--- src/rtl/issue_reg_read.sv ---
// Issue/register-read stage: captures operands (with CDB bypass) into a 2-entry
// ordered buffer that feeds the execution unit, with branch kill/clear and flush.
module issue_reg_read #(
  parameter int PREG_IDX_W    = 6,
  parameter int ROB_IDX_W     = 5,
  parameter int EBR_MASK_SIZE = 4,
  parameter int CDB_WIDTH     = 2,
  parameter int PAYLOAD_W     = 64
) (
  input  logic                            clk,
  input  logic                            rst,
  input  logic                            iq_valid,
  output logic                            iq_ready,
  input  logic [PREG_IDX_W-1:0]           iq_prs1_s,
  input  logic [PREG_IDX_W-1:0]           iq_prs2_s,
  input  logic [PREG_IDX_W-1:0]           iq_prd_s,
  input  logic [ROB_IDX_W-1:0]            iq_rob_id,
  input  logic [EBR_MASK_SIZE-1:0]        iq_ebr_mask,
  input  logic [PAYLOAD_W-1:0]            iq_payload,
  output logic [PREG_IDX_W-1:0]           rf_rs1_addr,
  output logic [PREG_IDX_W-1:0]           rf_rs2_addr,
  input  logic [31:0]                     rf_rs1_data,
  input  logic [31:0]                     rf_rs2_data,
  input  logic [CDB_WIDTH-1:0]            cdb_valid,
  input  logic [CDB_WIDTH*PREG_IDX_W-1:0] cdb_prd_s,
  input  logic [CDB_WIDTH*32-1:0]         cdb_data,
  input  logic                            bra_done,
  input  logic                            bra_mispredict,
  input  logic [EBR_MASK_SIZE-1:0]        bra_id,
  input  logic                            late_flush,
  output logic                            eu_valid,
  input  logic                            eu_ready,
  output logic [31:0]                     eu_rs1_v,
  output logic [31:0]                     eu_rs2_v,
  output logic [PREG_IDX_W-1:0]           eu_prd_s,
  output logic [ROB_IDX_W-1:0]            eu_rob_id,
  output logic [EBR_MASK_SIZE-1:0]        eu_ebr_mask,
  output logic [PAYLOAD_W-1:0]            eu_payload
);

  typedef struct packed {
    logic                     vld;
    logic [31:0]              rs1;
    logic [31:0]              rs2;
    logic [PREG_IDX_W-1:0]    prd;
    logic [ROB_IDX_W-1:0]     rob;
    logic [EBR_MASK_SIZE-1:0] mask;
    logic [PAYLOAD_W-1:0]     payload;
  } slot_t;

  slot_t [1:0] slot_q, slot_d;
  slot_t       s0, s1, inc;
  logic [31:0] op1, op2;
  logic        hit1, hit2;
  logic [EBR_MASK_SIZE-1:0] clr_mask;
  logic        bra_kill, kill0, kill1, in_kill;
  logic        accept, pop, surv0, surv1, in_ok;

  assign rf_rs1_addr = iq_prs1_s;
  assign rf_rs2_addr = iq_prs2_s;

  // Registered-only: slot1 never holds an entry unless slot0 does.
  assign iq_ready = !(slot_q[0].vld && slot_q[1].vld);
  assign accept   = iq_valid && iq_ready;

  // Lowest CDB port wins; p0 is hardwired zero regardless of bypass.
  always_comb begin
    op1  = rf_rs1_data;
    op2  = rf_rs2_data;
    hit1 = 1'b0;
    hit2 = 1'b0;
    for (int j = 0; j < CDB_WIDTH; j++) begin
      if (!hit1 && cdb_valid[j] && cdb_prd_s[j*PREG_IDX_W +: PREG_IDX_W] == iq_prs1_s) begin
        op1  = cdb_data[j*32 +: 32];
        hit1 = 1'b1;
      end
      if (!hit2 && cdb_valid[j] && cdb_prd_s[j*PREG_IDX_W +: PREG_IDX_W] == iq_prs2_s) begin
        op2  = cdb_data[j*32 +: 32];
        hit2 = 1'b1;
      end
    end
    if (iq_prs1_s == '0) op1 = '0;
    if (iq_prs2_s == '0) op2 = '0;
  end

  assign clr_mask = bra_done ? bra_id : '0;
  assign bra_kill = bra_done && bra_mispredict;
  assign kill0    = bra_kill && |(slot_q[0].mask & bra_id);
  assign kill1    = bra_kill && |(slot_q[1].mask & bra_id);
  assign in_kill  = bra_kill && |(iq_ebr_mask & bra_id);

  assign eu_valid    = slot_q[0].vld && !kill0;
  assign eu_rs1_v    = slot_q[0].rs1;
  assign eu_rs2_v    = slot_q[0].rs2;
  assign eu_prd_s    = slot_q[0].prd;
  assign eu_rob_id   = slot_q[0].rob;
  assign eu_ebr_mask = slot_q[0].mask & ~clr_mask;
  assign eu_payload  = slot_q[0].payload;

  assign pop   = eu_valid && eu_ready;
  assign surv0 = slot_q[0].vld && !kill0 && !pop;
  assign surv1 = slot_q[1].vld && !kill1;
  assign in_ok = accept && !in_kill;

  always_comb begin
    s0      = slot_q[0];
    s0.mask = slot_q[0].mask & ~clr_mask;
    s1      = slot_q[1];
    s1.mask = slot_q[1].mask & ~clr_mask;
    inc     = '{vld: 1'b1, rs1: op1, rs2: op2, prd: iq_prd_s, rob: iq_rob_id,
                mask: iq_ebr_mask & ~clr_mask, payload: iq_payload};

    slot_d[0]     = s0;
    slot_d[0].vld = 1'b0;
    slot_d[1]     = s1;
    slot_d[1].vld = 1'b0;

    // Compact survivors in age order, then append the incoming entry.
    if (surv0)      slot_d[0] = s0;
    else if (surv1) slot_d[0] = s1;
    else if (in_ok) slot_d[0] = inc;

    if (surv0 && surv1)               slot_d[1] = s1;
    else if ((surv0 || surv1) && in_ok) slot_d[1] = inc;

    if (late_flush) begin
      slot_d[0].vld = 1'b0;
      slot_d[1].vld = 1'b0;
    end
  end

  always_ff @(posedge clk) begin
    if (rst) slot_q <= '0;
    else     slot_q <= slot_d;
  end

endmodule

--- config.mk ---
export PLATFORM = sky130hd
export DESIGN_NAME = issue_reg_read
export DESIGN_NICKNAME = d
export VERILOG_FILES = /design/src/rtl/issue_reg_read.sv
export SDC_FILE = /design/constraint.sdc
export NUM_CORES = 1
export LEC_CHECK = 0
export CORE_MARGIN = 2
export CORE_UTILIZATION = 40
export CTS_CLUSTER_DIAMETER = 80
export CTS_CLUSTER_SIZE = 28
export DETAILED_ROUTE_END_ITERATION = 16
export PLACE_DENSITY_LB_ADDON = 0.08
export SETUP_SLACK_MARGIN = 0.5
export SLEW_MARGIN = 10
export SYNTH_ARGS = -nofsm -noshare
export SYNTH_HDL_FRONTEND = slang
export SYNTH_SLANG_ARGS = --single-unit
--- constraint.sdc ---
create_clock -name clk -period 3.8 [get_ports clk]
set_clock_uncertainty 0.2 [all_clocks]
set_input_delay 0.38 -clock clk [delete_from_list [all_inputs] [get_ports clk]]
set_output_delay 0.38 -clock clk [all_outputs]
set_load 0.02 [all_outputs]
==> impl_metrics.tcl, run 1 <==
set metrics [dict create \
    grt_pass1_vias 12534 \
    grt_pass1_wl_microns 73100 \
    n_fill_cell 3310 \
    async_flop_share_pct 0 \
    synth_xor_area_share_pct 1.49 \
    p_sw_share_pct 30.0 \
    fmax_ghz 0.362 \
    crit_path_top_delay_cell "clkdlybuf4s50_1" \
    final_core_util_pct 51.3 \
    maxCapViolations 0 \
    drc_errors 0 \
    cts.hold.buffers_added 0 \
    cts-resized-gates 0 \
    ys_seq_area_share_pct 40.8 \
    critPathKind "input pin to register" \
    fin_setup_tns_ps 0 \
    grt_max_degree 163 \
    syn-mean-instance-area_sq_um 8.23 \
    synthAdderAreaFrac_pct 0.0709 \
    drt_first_pass_iters 5 \
    htreeDepth 1 \
    num_rows 68 \
    crit_start "bra_done" \
    cts_setup_buffers 0 \
    synth_top_family_by_area "compound AO/OA/AOI/OAI gates" \
    max-slew-margin-rel_pct 33.1 \
    timing.rr.end "eu_payload[14]" \
    syn2layout_area_growth_pct 25.9 \
    powerDensity_nw_per_um2 390 \
    power_frac_seq_pct 47.1 \
    synth_area_leaders "dfxtp_1, buf_4, nand2_1" \
    slew_violations 0 \
    wl_per_cell_microns 21.3 \
    synthMuxAreaShare_pct 1.20 \
    synth_compound_area_share_pct 28.9 \
    hpwl_microns 32000 \
    yosys-top-cells-count "dfxtp_1, nand2_1, nor2_1, buf_4, clkbuf_1" \
    r2r_start "slot_q[208]" \
    globalRouteOverflowTotal 0 \
    power.switching_mw 2.08 \
    pwr-share-comb_pct 20.3 \
    leakage_nw 6.28 \
    path_clk_slew_ps 110 \
    netlist_area_sq_um 14100 \
    avgViaCountPerCell 5.71 \
    ir_drop_mv 0.250 \
    synthCells 1717 \
    vias 13201 \
    io_pins 401 \
    synth_top_area_share_pct 40.8 \
    portBuffers 400 \
    gr-usage-all-layers_pct 25.4 \
    seq_area_sq_um 5770 \
    cts_tree "yes" \
    synth_flop_cell "dfxtp_1" \
    synth_largest_area_cell "dfxtp_1" \
    initial_core_util_pct 40.8 \
    totalWireLength_microns 49200 \
    finalCritPeriodShare_pct 72.7 \
    ant_nets 0 \
    reg2reg_depth 7 \
    critPathRequiredTime_ps 4050 \
    antenna_found_initial 11 \
    post-route-min-period_ps 2760 \
    cts_buffers 18 \
    synth_seq_cells 288 \
    synth_cell_types 44 \
    min_to "s1[73]" \
    hold_viol_final 0 \
    cts_sinks 288 \
    internal_power_mw 4.85 \
    multi_input_area_sq_um 6500 \
    hp-class "input pin to register" \
    cp_cell_sequence "clkdlybuf4s50_1 > nand2_2 > a21oi_2 > nand2b_4 > buf_12 > buf_4 > o22ai_1 > a211oi_1" \
    worst_setup_path_end_kind "register" \
    rrSetupSlack_ps 1140 \
    fin_nets 2089 \
    drive_gt1_share_pct 3.77 \
    setup_viol 0 \
    die_w_microns 192 \
    critPathLaunchType "input pin" \
    yosys.area_share.simple_pct 14.0 \
    synth-edff-count 0 \
    p_clk_share_pct 32.6 \
    dieArea_sq_um 36800 \
    yosysWarnings 0 \
    whs_path_depth 2 \
    worstPathArrival_ps 3010 \
    syn_nets 1961 \
    crit_path_max_fanout 111 \
    rsz0062_at_grt "false" \
    cts-root-buf "clkbuf_16" \
    hp-start "rst" \
    cpPeakStageDelay_ps 660 \
    drtIter0Drc 825 \
    clock_latency_ps 530 \
    status "completed" \
    yosys.cell_count.top_type "dfxtp_1" \
    clock_path_buffers 3 \
    place_congestion 0.875 \
    die_h_microns 192 \
    design.core.area_sq_um 34600 \
    worst_pin_slew_ps 1000 \
]
## area by class of cell
class                      count  area share (%)
inverter                       1          0.0211
multi-input combinational   1114            36.6
clock inverter                11           0.936
sequential                   288            32.4
clock buffer                  19            2.67
antenna                        1          0.0141
timing repair buffer         422            24.2
tap                          455            3.20
## logic make-up after synthesis
logic type,Yosys count
flip-flops,288
AO/OA/AOI/OAI,575
buffers and inverters,315
multiplexers,17
XOR/XNOR,24
AND/OR/NAND/NOR,497
adder cells (fa/ha/maj),1
## worst max-delay path: cells and delay by family
family / cells / cell delay (ps)
simple gates: 2 / 310
compound gates: 3 / 630
buf+inv: 3 / 1600
## how the worst max path moves through the flow
stage                     endpoint  slack [ps]
floorplan                   s1[68]        1530
global placement    eu_payload[14]         570
detailed placement  eu_payload[14]         530
CTS                 eu_payload[14]        1080
global route                s1[32]         870
finish              eu_payload[14]        1040
## flip-flops by register name (all words and copies together) (netlist names)
signal,count
eu_rs1_v,32
eu_rs2_v,32
eu_prd_s,6
eu_payload,64
s0,1
s1,140
eu_rob_id,5
slot_q,8
## placed cells by master (no fill, tap or decap), types with 9 or more instances in the layout
master and count:
a211o_1 13, a211oi_1 83, a21oi_1 93, a22o_1 64, a311o_1 47, a311oi_1 61
a31oi_1 47, buf_12 10, buf_4 12, clkbuf_16 19, clkdlybuf4s50_1 399, dfxtp_1 288
mux2i_1 17, nand2_1 253, nor2_1 212, o21ai_0 64, o22ai_1 75, xnor2_1 15
xor2_1 9
## power by group through the flow
stage	Sequential (mW)	Combinational [mW]	Clock, mW
final	3.26	1.41	2.26
after global routing	3.28	1.51	2.43
after CTS	3.26	1.41	2.31
after detailed placement	3.33	1.41	0
after global placement	3.33	1.40	0
after floorplan	3.29	0.868	0
## routing by layer
layer / track usage, % / up-vias / part of all wire, %
met3: 5.54 / 83 / 8.3
met1: 32.2 / 6306 / 41
met4: 8.25 / 14 / 3.0
li1: - / 6291 / -
met2: 42.7 / 507 / 47
met5: 0 / - / 0.20
## per-stage QoR
stage / total power [mW] / hold slack (ps) / setup WS [ps] / instance area, sq um / std cells
2_1_floorplan: 4.16 / 236 / 1530 / 14100 / 1717
5_1_grt: 7.22 / 158 / 874 / 17800 / 2310
3_3_place_gp: 4.74 / 241 / 571 / 17100 / 2280
3_5_place_dp: 4.74 / 246 / 533 / 17100 / 2280
4_1_cts: 6.99 / 132 / 1080 / 17800 / 2310
6_report: 6.93 / 130 / 1040 / 17800 / 2311
(Power assumes the default switching activity.)
==> inputs of run 2 (changes only) <==
clock period = 2.4 ns   (was 3.8 ns; I/O delays follow)
==> impl_metrics.tcl, run 2 (synthesized netlist as in run 1, its figures left out) <==
set metrics [dict create \
    status "completed" \
    num_rows 68 \
    final_common_cell "clkdlybuf4s50_1" \
    rrSetupSlack_ps 90 \
    maxCapViolations 0 \
    hpwl_microns 34800 \
    grt_pass1_wl_microns 77300 \
    hold_ws_ps 88.3 \
    worst_pin_slew_ps 633 \
    r2r_start "slot_q[67]" \
    ant_nets 0 \
    grt_busiest_layer "met2" \
    drive_gt1_share_pct 16.2 \
    antenna_found_initial 7 \
    crit_start "slot_q[67]" \
    path_clk_slew_ps 110 \
    cts_buffers 16 \
    use_met1_pct 32.8 \
    internal_power_mw 7.81 \
    min_to "s1[56]" \
    timing.rr.end "s1[104]" \
    pwr-share-comb_pct 24.4 \
    critPathRequiredTime_ps 2620 \
    hp-class "input pin to register" \
    totalWireLength_microns 52900 \
    worst_setup_path_end_kind "register" \
    post-route-min-period_ps 2310 \
    whs_path_depth 3 \
    clock_path_buffers 3 \
    leakage_nw 7.46 \
    power.switching_mw 3.26 \
    powerDensity_nw_per_um2 546 \
    vias 14005 \
    globalRouteOverflowTotal 0 \
    hold_viol_final 0 \
    clock_latency_ps 520 \
    hp-start "iq_payload[56]" \
    gr-usage-all-layers_pct 26.7 \
    setup_viol 0 \
    place_congestion 0.886 \
    cts-root-buf "clkbuf_16" \
    drtIter0Drc 770 \
    grt_pass1_vias 13612 \
    most-common-layout-cells "clkdlybuf4s50_1, dfxtp_1, nand2_1" \
    reg2reg_depth 8 \
    cts_sinks 288 \
    rsz0062_at_grt "true" \
    fmax_ghz 0.433 \
    largest_reg_flops 140 \
    wl_per_cell_microns 21.4 \
    ir_drop_mv 0.429 \
    syn2layout_area_growth_pct 43.5 \
    slew_violations 0 \
    drc_errors 0 \
    drt_first_pass_iters 6 \
    critPathLaunchType "register" \
    power_frac_seq_pct 46.9 \
    n_fill_cell 3080 \
    die_w_microns 192 \
    portBuffers 400 \
    avgViaCountPerCell 5.67 \
    fin_total_pwr_mw 11.1 \
    die_h_microns 192 \
    critPathKind "register to register" \
    htreeDepth 1 \
    met2_usage_pct 46.2 \
    fin_nets 2248 \
    dieArea_sq_um 36800 \
    cts_tree "yes" \
    worstPathArrival_ps 2520 \
    grtUsageMet3_pct 5.81 \
    p_sw_share_pct 29.5 \
    crit_path_max_fanout 15 \
    grt_max_degree 116 \
    io_pins 401 \
    design.core.area_sq_um 34600 \
    max-slew-margin-rel_pct 57.8 \
    p_clk_share_pct 28.7 \
    finalCritPeriodShare_pct 96.2 \
    initial_core_util_pct 40.8 \
]
## run 2: cell count changes in the layout (fill, tap and decap cells not counted), moves of 11 or more
cell,previous run,this run
buf_4,12,107
nor2_1,212,158
nor2_4,1,39
buf_12,10,43
nor2_2,0,16
buf_16,0,11
## run 2: metal layers
layer | vias to the layer above | part of all wire (%)
met4 | 10 | 2.8
met2 | 522 | 49
met1 | 6758 | 41
met3 | 83 | 7.5
met5 | - | 0.12
li1 | 6632 | -
## run 2: power by group through the flow
stage	registers, mW	logic [mW]	clock network, mW
floorplan	5.21	1.43	0
global placement	5.26	2.39	0
detailed placement	5.27	2.41	0
CTS	5.17	2.55	3.24
global route	5.22	2.88	3.43
finish	5.19	2.71	3.18
## run 2: cell type report
| cell class | count | area (sq um) | share of cell area, % |
|---|---|---|---|
| multi-input cells | 1114 | 7020 | 34.6 |
| repair buffers | 583 | 6370 | 31.4 |
| flip-flops and latches | 288 | 5770 | 28.5 |
| well taps | 455 | 569 | 2.81 |
| clock buffers | 18 | 439 | 2.17 |
| clock inverters | 9 | 87.6 | 0.432 |
| diodes | 3 | 7.51 | 0.0370 |
| inverters | 1 | 3.75 | 0.0185 |
## run 2: worst max-delay path: stages (launching register included)
cell       delay (ps)
dfxtp_2           350
a22oi_2           170
a21oi_2            90
or3b_4            440
buf_6             140
a21oi_4           190
nor2_4            130
clkbuf_16         240
a22o_1            240
## run 2: worst max-delay path by stage
stage                         endpoint  slack (ps)  depth (start not counted)
final                          s1[104]          90                          8
after global routing            s1[60]          30                         10
after CTS                       s1[34]         120                         10
after detailed placement  eu_rs1_v[18]        -400                         10
after global placement    eu_rs1_v[18]        -360                         10
after floorplan                s1[112]         310                          9
## run 2: per-stage QoR
stage | util, % | instance area [sq um] | setup WS (ps) | TNS (ps) | cells
after floorplan | - | 14400 | 308 | 0 | 1717
after CTS | 56.4 | 19500 | 123 | 0 | 2451
after global placement | 53.1 | 18400 | -362 | -76440 | 2401
after detailed placement | 53.1 | 18400 | -398 | -89590 | 2401
final | 58.5 | 20300 | 91.3 | 0 | 2471
after global routing | 58.5 | 20300 | 28.5 | 0 | 2470
## run 2: what timing repair did
item                                    CTS  global route
pin swaps                                 6            41
setup buffers                            14             5
endpoints found under the setup margin  437           442
resized for setup                        77            99
hold buffers                              1             0
hold endpoints to repair                  9             0
gates cloned                              8            12
==> variant 1: new RTL, settings of run 2 <==
The parameter `EBR_MASK_SIZE` goes from 4 to 8.
--- a/src/rtl/issue_reg_read.sv
+++ b/src/rtl/issue_reg_read.sv
@@ -4,5 +4,5 @@
   parameter int PREG_IDX_W    = 6,
   parameter int ROB_IDX_W     = 5,
-  parameter int EBR_MASK_SIZE = 4,
+  parameter int EBR_MASK_SIZE = 8,
   parameter int CDB_WIDTH     = 2,
   parameter int PAYLOAD_W     = 64
Ports: changed (resized bra_id, eu_ebr_mask and iq_ebr_mask); port bits go from 401 to 413. No check against the original RTL was run, so the function may have changed too.
==> variant 1 against run 2 <==
Critical path type unchanged; maximum frequency shrank 6.6%; cell area grew 24%; the flow now finishes with violations (setup timing); non-clock buffer count grew 135; wire length grew 29%; sequential cell count grew 8; area after synthesis grew 5.1%; setup slack lost 0.16 ns; power grew 14%.
==> variant 1: results <==
set metrics [dict create \
    finalPower_w 0.01259 \
    slew-limit-headroom_pct 56.99 \
    slowest_delay_ns 0.34 \
    multi_input_cells 1224 \
    routed_wl_microns 68220 \
    slowest_stage "dfxtp_2" \
    clock-sinks 296 \
    final_nets 2531 \
    drtIter0Drc 1398 \
    drive_gt1_share_pct 33.90 \
    track_usage_pct 29.35 \
    synth_ff_type "dfxtp_1" \
    ys_seq_area_share_pct 39.93 \
    violations "setup timing" \
    final-nonclk-buf-share_pct 34.06 \
    synth_mux_area_share_pct 0.8767 \
    grt_pass1_wl_microns 88880 \
    netlist_instances 1886 \
    met1_length_microns 28620 \
    pwr-share-seq_pct 42.3 \
    dp.cells 2587 \
    floorplan.die_area_sq_um 38660 \
    signal_buffers 718 \
    path_clk_slew_ns 0.11 \
    dr_wl_met2_microns 31340 \
    antenna_cells 7 \
    fin_ws_ns -0.07101 \
    grt_max_degree 85 \
    synth-compound-area-share_pct 24.03 \
    gp_congestion 0.9195 \
    arrival_ns 2.69 \
    outcome "finished with violations" \
    avgRoutedWirePerCell_microns 24.68 \
    grt_use_met1_pct 41.34 \
    clk_share_pct 2.527 \
    crit_fanout 5 \
    place_hpwl_microns 40480 \
    ys_types 46 \
    wl_met3_microns 5784 \
    crit_family "buffers and inverters" \
    nNonClkInverters 21 \
    postPlaceCellArea_sq_um 19660 \
    grtUsageMet2_pct 45.74 \
    syn_nets 2138 \
    utilization_pct 68.85 \
    clockBufferCount 19 \
    setup_tns_ns -1.022 \
    synth_common_cells "dfxtp_1, nand2_1, a21oi_1, buf_4, nor3_1" \
    numPortBuffers 412 \
    vdd_drop_max_mv 0.3853 \
    total_leakage_power_nw 9.016 \
    sh_seq_area_pct 23.61 \
    met3_usage_pct 5.322 \
    synthTopCellsByArea "dfxtp_1, buf_4, nand2_1, a221oi_1, a21oi_1" \
    p_sw_w 0.003972 \
    finalSetupViolations 53 \
]
[variant 1: cell types whose count changed after synthesis, sizes merged, moves of 75 or more]
cell and delta:
a21oi +82, a221oi +107, nor2 -79, nor3 +129, o22ai -75
[variant 1: final timing paths]
| path | to | slack [ns] | depth (start not counted) | start |
|---|---|---|---|---|
| setup / recovery | eu_rs2_v[19]$_SDFFE_PP0P_ | -0.07 | 13 | slot_q[68]$_SDFF_PP0_ |
| hold / removal | slot_q[69]$_SDFF_PP0_ | 0.01 | 4 | bra_id[5] |
| setup reg to reg | eu_rs2_v[19]$_SDFFE_PP0P_ | -0.07 | 13 | slot_q[68]$_SDFF_PP0_ |
| hold reg to reg | s1[62]$_SDFFE_PP0P_ | 0.26 | 2 | s1[62]$_SDFFE_PP0P_ |
[variant 1: what timing repair did]
item	in CTS	in global routing
resized for setup	99	516
setup buffers	44	32
pin swaps	25	168
hold endpoints to repair	27	0
setup endpoints to repair	451	454
hold buffers	1	0
cloned	16	47
==> variant 2: new RTL, flow settings as in run 2 <==
Made on the original files. Make the reset (`rst`) asynchronous in one clocked block.
--- a/src/rtl/issue_reg_read.sv
+++ b/src/rtl/issue_reg_read.sv
@@ -130,5 +130,5 @@
   end
 
-  always_ff @(posedge clk) begin
+  always_ff @(posedge clk or posedge rst) begin
     if (rst) slot_q <= '0;
     else     slot_q <= slot_d;
Behaviour: differs if rst is asserted again (counterexample within 4 cycles, from zero or initial values and one cycle with rst high); with rst held inactive, the same outputs for 4 cycles.
==> variant 2 against run 2 <==
Setup slack better by 0.16 ns; hold slack worse by 0.028 ns; wire length is 4.6% higher; area after synthesis is 3.0% higher; power is 45% higher; first-iteration DRC count is 31% higher; cell area is 13% higher; sequential cell count stayed put; largest cell class is now buffers; critical path type unchanged; largest power group unchanged.
==> variant 2: results <==
set metrics [dict create \
    dr.pass1.iters 5 \
    r2r-end "eu_rs1_v[18]$_DFFE_PP0P_" \
    grt_pass1_vias 13047 \
    postPlaceCellArea_sq_um 19420 \
    cts_resized 108 \
    drtIter0Drc 1012 \
    slowest_stage "dfrtp_1" \
    synthTopCellsByArea "dfrtp_1, buf_4, a221o_1, mux2_2, a21oi_1" \
    fin_crit_ns 2.149 \
    synth_mux_area_share_pct 6.082 \
    r2r_start "slot_q[67]$_DFF_PP0_" \
    netlist_instances 1363 \
    pre_cts_ws_ns -0.5440 \
    routed_wl_microns 55340 \
    place_hpwl_microns 34770 \
    utilization_pct 64.24 \
    clock_latency_ns 0.54 \
    async_reset_ff_share_pct 100.0 \
    track_usage_pct 26.40 \
    syn_nets 1607 \
    antenna_found_initial 15 \
    dp.cells 2105 \
    cts_htree_levels 1 \
    synth_common_cells "dfrtp_1, buf_4, a21oi_1, a221o_1, nor2_1" \
    fin_cells 2238 \
    slowest_delay_ns 0.41 \
    cts_buffers 20 \
    gp_congestion 0.8315 \
    r2r_cells 9 \
    crit_family "compound AO/OA/AOI/OAI gates" \
    via_count 13234 \
    vdd_drop_max_mv 0.6170 \
    synth-compound-area-share_pct 22.48 \
    synth_ff_type "dfrtp_1" \
    slew-limit-headroom_pct 63.84 \
    synth_fa_ha_area_share_pct 0 \
    grt_max_degree 93 \
    synth-xor-area-share_pct 1.445 \
    hold_end "s0[143]$_DFFE_PP0P_" \
    hold_buffers 2 \
    arrival_ns 2.39 \
    crit_fanout 5 \
    fin_hold_ws_ns 0.05989 \
    total_leakage_power_nw 10.60 \
    whs_path_depth 2 \
    nFillCells 2832 \
    min_from "late_flush" \
    ys_types 39 \
    post_cts_buffers 25 \
    ys_seq_area_share_pct 49.55 \
    cp.buffers_inverters 4 \
    final_nets 1994 \
    outcome "finished, final reports clean" \
]
-- variant 2: final cells by class --
| class | instances | share of cell area (%) |
|---|---|---|
| Antenna cell | 13 | 0.1420 |
| Clock buffer | 21 | 2.245 |
| Clock inverter | 15 | 1.049 |
| Inverter | 4 | 0.08194 |
| Multi-Input combinational cell | 803 | 30.68 |
| Sequential cell | 288 | 31.47 |
| Tap cell | 461 | 2.518 |
| Timing Repair Buffer | 633 | 31.81 |
-- variant 2: worst max path at each step --
stage / to / start / depth (start not counted)
3_5_place_dp: eu_rs2_v[31]$_DFFE_PP0P_ / cdb_prd_s[8] / 8
4_1_cts: eu_valid / slot_q[67]$_DFF_PP0_ / 5
2_1_floorplan: eu_payload[0]$_DFFE_PP0P_ / rst / 1
5_1_grt: eu_rs1_v[18]$_DFFE_PP0P_ / slot_q[67]$_DFF_PP0_ / 9
6_report: eu_rs1_v[18]$_DFFE_PP0P_ / slot_q[67]$_DFF_PP0_ / 9
3_3_place_gp: eu_rs2_v[31]$_DFFE_PP0P_ / cdb_prd_s[11] / 8
-- variant 2: cell families (layout without fill, tap and decap cells) --
logic type / count (synthesis) / count (layout)
flip-flops: 288 / 288
buffers and inverters: 273 / 673
other: 0 / 13
XOR/XNOR: 24 / 24
AO/OA/AOI/OAI: 433 / 433
multiplexers: 79 / 79
AND/OR/NAND/NOR: 266 / 267
-- variant 2: power by group --
group	total (W)	internal (W)	leakage, nW	switching [W]
logic	0.00512	0.00278	6.79	0.00234
registers	0.00690	0.00609	3.45	0.000806
clock network	0.00405	0.00194	0.367	0.00211
-- variant 2: layer usage --
metal	up-vias	global-route usage, %	share of wire (%)
li1	5801	-	-
met5	-	0	0.023
met3	92	5.726	7.2
met1	6783	36.31	42
met4	2	9.772	3.0
met2	556	40.99	48
